## src/rtl/stopwatch_ctrl.sv

```systemverilog
// stopwatch_ctrl: debounced two-button IDLE/RUN/LAP/STOP control for the second counter; STOPWATCH_CTRL_BTN_SYNC_EN adds input synchronizers
module stopwatch_ctrl #(
  parameter int DEBOUNCE_CYCLES = 16,
  parameter int CNT_W = 20
) (
  input  logic       clk,
  input  logic       reset,
  input  logic       btn_start,
  input  logic       btn_lap,
  output logic [1:0] en,
  output logic       lap_capture,
  output logic       running,
  output logic [1:0] state_o
);
  typedef enum logic [1:0] {IDLE = 2'b00, RUN = 2'b01, LAP = 2'b10, STOP = 2'b11} state_t;
  localparam logic [CNT_W-1:0] LAST = CNT_W'(DEBOUNCE_CYCLES - 1);
  state_t state, state_nx;
  logic [1:0] raw, smp, db, db_d, press;
  logic [CNT_W-1:0] cnt [2];
  assign raw = {btn_lap, btn_start};
`ifdef STOPWATCH_CTRL_BTN_SYNC_EN
  logic [1:0] s1, s2;
  always_ff @(posedge clk or posedge reset)
    if (reset) begin
      s1 <= '0;
      s2 <= '0;
    end else begin
      s1 <= raw;
      s2 <= s1;
    end
  assign smp = s2;
`else
  assign smp = raw;
`endif
  // a sample matching the current level restarts the count, so short glitches never flip it
  always_ff @(posedge clk or posedge reset)
    if (reset) begin
      db <= '0;
      db_d <= '0;
      for (int i = 0; i < 2; i++) cnt[i] <= '0;
    end else begin
      db_d <= db;
      for (int i = 0; i < 2; i++)
        if (smp[i] == db[i]) cnt[i] <= '0;
        else if (cnt[i] == LAST) begin
          db[i] <= smp[i];
          cnt[i] <= '0;
        end else cnt[i] <= cnt[i] + 1'b1;
    end
  assign press = db & ~db_d;
  // start press outranks a lap press in the same cycle; the lap press is dropped
  always_comb begin
    state_nx = state;
    unique case (state)
      IDLE:    state_nx = press[0] ? RUN : IDLE;
      RUN:     state_nx = press[0] ? STOP : press[1] ? LAP : RUN;
      LAP:     state_nx = press[0] ? STOP : press[1] ? RUN : LAP;
      default: state_nx = press[0] ? RUN : press[1] ? IDLE : STOP;
    endcase
  end
  always_ff @(posedge clk or posedge reset)
    if (reset) begin
      state <= IDLE;
      lap_capture <= 1'b0;
      running <= 1'b0;
    end else begin
      state <= state_nx;
      lap_capture <= state_nx == LAP && state != LAP;
      running <= state_nx == RUN || state_nx == LAP;
    end
  assign en = state;
  assign state_o = state;
endmodule

```

## config.mk

```make
export PLATFORM = sky130hd
export DESIGN_NAME = stopwatch_ctrl
export DESIGN_NICKNAME = d
export VERILOG_FILES = /design/src/rtl/stopwatch_ctrl.sv
export SDC_FILE = /design/constraint.sdc
export NUM_CORES = 1
export LEC_CHECK = 0
export ABC_AREA = 1
export ABC_CLOCK_PERIOD_IN_PS = 3700
export CAP_MARGIN = 40
export CORE_AREA = 5 5 81 83
export CTS_BUF_LIST = sky130_fd_sc_hd__clkbuf_16
export DETAILED_ROUTE_END_ITERATION = 16
export DIE_AREA = 0 0 86 88
export DONT_BUFFER_PORTS = 1
export PLACE_DENSITY = 0.74
export SYNTH_ARGS = -nofsm -noshare
export SYNTH_HDL_FRONTEND = slang
export SYNTH_SLANG_ARGS = --single-unit
```

## constraint.sdc

```tcl
create_clock -name clk -period 3.7 [get_ports clk]
set_input_delay 0.74 -clock clk [delete_from_list [all_inputs] [get_ports clk]]
set_output_delay 0.74 -clock clk [all_outputs]
set_load 0.02 [all_outputs]
```

======== Word level (Yosys, flattened, before mapping) ========
Cells that the tools add are included.
storage, ports and cells
  bits in registers ....................... 48
  output and inout bits ................... 6
  logic and storage cells ................. 40
  latch bits .............................. 0
  memory bits (read-only) ................. 0
  memories kept ........................... 0
  bits in writable memories ............... 0
  input port bits ......................... 4
cells by class
  divide/modulo/power cells ............... 0
  multiply operators ...................... 0
  shifts and indexed selects .............. 0
  equal/unequal tests ..................... 9
  reductions and logical operators ........ 5
  magnitude comparators ................... 0
  $add $sub $neg .......................... 2
  bitwise logic cells ..................... 4
  muxes and demuxes ....................... 12
operators by type and width
  kind                   count
  $mux 20                4
  $add 20x1->20 const B  2
  $eq 20x4->1 const B    2
  $mux 2                 6
  $pmux 2 s3             1
  $eq 2x1->1 const B     2
  $eq 2x2->1 const B     2
  $reduce_and 2->1       2
  $and 2x2->2            1
  $eq 1x1->1             2
  $logic_not 2->1        1
  $ne 2x2->1 const B     1
  $not 1->1              2
  $not 2->2              1
  $logic_and 1x1->1      1
  $logic_or 1x1->1       1
  $mux 1                 1

======== Logic depth before layout (Yosys ltp) ========
  word-level depth ........................ 7
  depth in mapped cells ................... 9
  gate-level depth less buffers ........... 9

======== Worst setup path after synthesis ========
No wires, ideal clock.
  path kind ............................... input-to-reg
  start point ............................. input btn_start
  end point ............................... register cnt[29] (netlist bit)
  path slack .............................. 2.279 ns
  data arrival time ....................... 1.298 ns
  library setup time ...................... 0.123 ns
  buffers on the path ..................... 1
  required time ........................... 3.577 ns
  stages on the path ...................... 4
  path through ............................ xor2_1 > inv_1 > buf_2 > nor2_1
between the ends
  longest elaborated chain between the ends .. 2
RTL lines
  item                            RTL line  text
  start: declaration              8         input logic btn_start,
  $eq 1x1->1                      44        if (smp[i] == db[i]) cnt[i] <= '0;
  $mux 20                         44
  end signal: indexed assignment  48        end else cnt[i] <= cnt[i] + 1'b1;
  end: declaration                19        logic [CNT_W-1:0] cnt [2];
No other way between the ends.
A chain may end at the register's enable or synchronous reset.

======== Worst setup path after layout ========
  start point ............................. register state[0] (netlist: en[0])
  end point ............................... output state_o[0]
RTL lines
  item                      RTL line  text
  start: declaration        17        state_t state, state_nx;
  start signal: assignment  67        state <= state_nx;
  end: declaration          13        output logic [1:0] state_o
No word-level cell between the ends.

==> metrics.yaml <==
yosys:
  syn_area_per_cell_um2: 7.44
  synthTopCellsByArea: "dfrtp_1 43%, nand2_1 11%, nor2_1 11%"
  synth_edf_count: 0
  synth_top_area_share: 0.430
  synth_seq_cells: 48
  yosysTopAreaCell: "dfrtp_1"
  synth-seq-area-share: 0.430
  synth_flop_cell: "dfrtp_1"
  async_reset_ff_frac: 1.00
  syn_nets: 382
  syn-cell-area_mm2: 0.00279
  synth_cells: 375
  synth_commonest_cells: "79 x nand2_1, 79 x nor2_1, 48 x dfrtp_1"
  synthDistinctLibCells: 23
  synth_warnings: 0
place:
  io_buffers: 0
  pre_cts_ws_ps: 2120
  dpl_cell_area_mm2: 0.00288
  place_hpwl_um: 4270
  place.gp.congestion: 0.947
setup_path:
  worstReg2RegEnd: "cnt[30]$_DFF_PP0_"
  end_kind: "output port"
  critPathRequiredTime_ps: 2960
  rr_worst_depth: 8
  critical_path_peak_fanout: 5
  reg2reg_from: "cnt[20]$_DFF_PP0_"
  arrival_ps: 910
  path_class: "register to output port"
  critical_path.startpoint_type: "register"
  r2r_slack_ps: 2220
routing:
  routedWlPerCell_um: 12.5
  wirelength_um: 5690
  dr.pass1.iters: 4
  viasPerCell: 5.04
  drt_iter0_drc: 91
  drc: 0
  vias: 2291
  ant_nets: 0
final_layout:
  final_nets: 386
  n_antenna_cell: 0
  layout-drive-gt1-share: 0.126
  final_area_mm2: 0.00303
  syn_to_final_growth_pct: 8.43
sta:
  min_period_over_period: 0.445
  fmax_mhz: 608
  timing_hold_violations_final: 0
  rsz0062_at_grt: "no"
  slew_violations: 0
  setup_ws_ps: 2050
  fin_skew_ps: 5.91
  worstMarginPinSlew_ps: 534
  setup_violations: 0
  slew-limit-headroom: 0.643
  min_period_ps: 1650
  final.setup.tns_ps: 0
die:
  die_w_um: 86
  die_h_um: 88
  ios: 10
  start_util: 0.483
  die-area_mm2: 0.00757
  coreArea_mm2: 0.00578
  row_count: 28
clocking:
  post_cts_resized: 0
  numClockSinks: 48
  cts_tree: "yes"
  root_buffer: "clkbuf_16"
  clkSlewWorstSetupHoldPaths_ps: 60
  cts_hold_buffers: 0
  post_cts_buffers: 0
  htreeDepth: 2
  clk_path_buf_depth: 2
  clock_latency_ps: 290
  cts_buffers: 5
hold_path:
  hp-class: "input pin to async pin"
global_routing:
  grt_pass1_vias: 2318
  grtUsageTotal: 0.169
  antenna_found_initial: 0
  grt_overflow: 0
  grt_max_degree: 40
  grt_pass1_wl_um: 10200
pwr:
  total_leakage_power_uw: 0.00136
  seqPwrFrac: 0.540
  switching_share: 0.229
  switching_power_uw: 236
  p_clk_frac: 0.421
  p_int_uw: 794
  powerDensity_mw_per_mm2: 340
  power_frac_comb: 0.039
  vdd_drop_max_v: 0.000220
job:
  cap_violations: 0
status:
  status: "complete, no violations"
-- how the worst max path moves through the flow --
stage                         start                 to  slack (ps)  depth (start not counted)
floorplan                     reset   cnt[0]$_DFF_PP0_        1820                          1
global placement          btn_start  cnt[26]$_DFF_PP0_        2130                          3
detailed placement        btn_start  cnt[26]$_DFF_PP0_        2120                          3
CTS                 en[0]$_DFF_PP0_         state_o[0]        2050                          0
global route        en[0]$_DFF_PP0_         state_o[0]        2030                          0
finish              en[0]$_DFF_PP0_         state_o[0]        2050                          0
-- area by class of cell --
type / count / area (um2)
Clock buffer: 5 / 125
Clock inverter: 3 / 16.3
Fill cell: 555 / 2760
Inverter: 52 / 195
Multi-Input combinational cell: 270 / 1370
Sequential cell: 48 / 1200
Tap cell: 75 / 93.8
Timing Repair Buffer: 2 / 27.5
-- stage by stage --
stage	hold slack (ps)	util	total power [uW]	instances
6_report	258	0.523	1030	455
3_5_place_dp	448	0.499	608	447
4_1_cts	263	0.523	1040	455
3_3_place_gp	442	0.495	603	446
5_1_grt	268	0.523	1080	455
2_1_floorplan	411	-	597	375
-- registers in the layout, indices dropped and copies added, names as in the netlist --
signal / count
lap_capture: 1
db: 2
db_d: 2
cnt: 40
running: 1
en: 2
-- power by group through the flow --
stage / logic (uW) / registers (uW) / clock network [uW]
floorplan: 37.7 / 560 / 0
global placement: 37.6 / 565 / 0
detailed placement: 41.8 / 566 / 0
CTS: 42.1 / 556 / 445
global route: 48.6 / 557 / 470
finish: 40.6 / 556 / 433
-- logic make-up (layout without fill, tap and decap cells) --
family,count (synthesis),count (layout),synth area share
AO/OA/AOI/OAI,5,5,0.00942
XOR/XNOR,17,17,0.0534
adder cells (fa/ha/maj),3,3,0.0135
buffers and inverters,57,62,0.0798
flip-flops,48,48,0.430
AND/OR/NAND/NOR,245,245,0.413
-- layer usage --
layer  GRT usage  vias to the layer above  routed length [um]
li1            -                     1170                   -
met1       0.193                     1070                2530
met2       0.314                       42                2900
met3      0.0320                        9                 184
met4      0.0590                        0                  81
met5           0                        -                   0
-- layout by cell type (no fill, tap or decap), types with 2 or more instances in the layout --
| cell | instances |
|---|---|
| nor3_1 | 8 |
| clkbuf_16 | 5 |
| o21ai_0 | 2 |
| xnor2_1 | 4 |
| nor2_2 | 8 |
| o21ai_1 | 2 |
| xor2_1 | 13 |
| nand4_1 | 16 |
| nand3_1 | 27 |
| nor3b_1 | 3 |
| ha_1 | 3 |
| nand2_1 | 79 |
| nor2_4 | 10 |
| inv_1 | 46 |
| nor2_1 | 79 |
| nand2_2 | 13 |
| inv_2 | 8 |
| dfrtp_1 | 48 |
No activity file was read; power rests on OpenSTA's default activity.
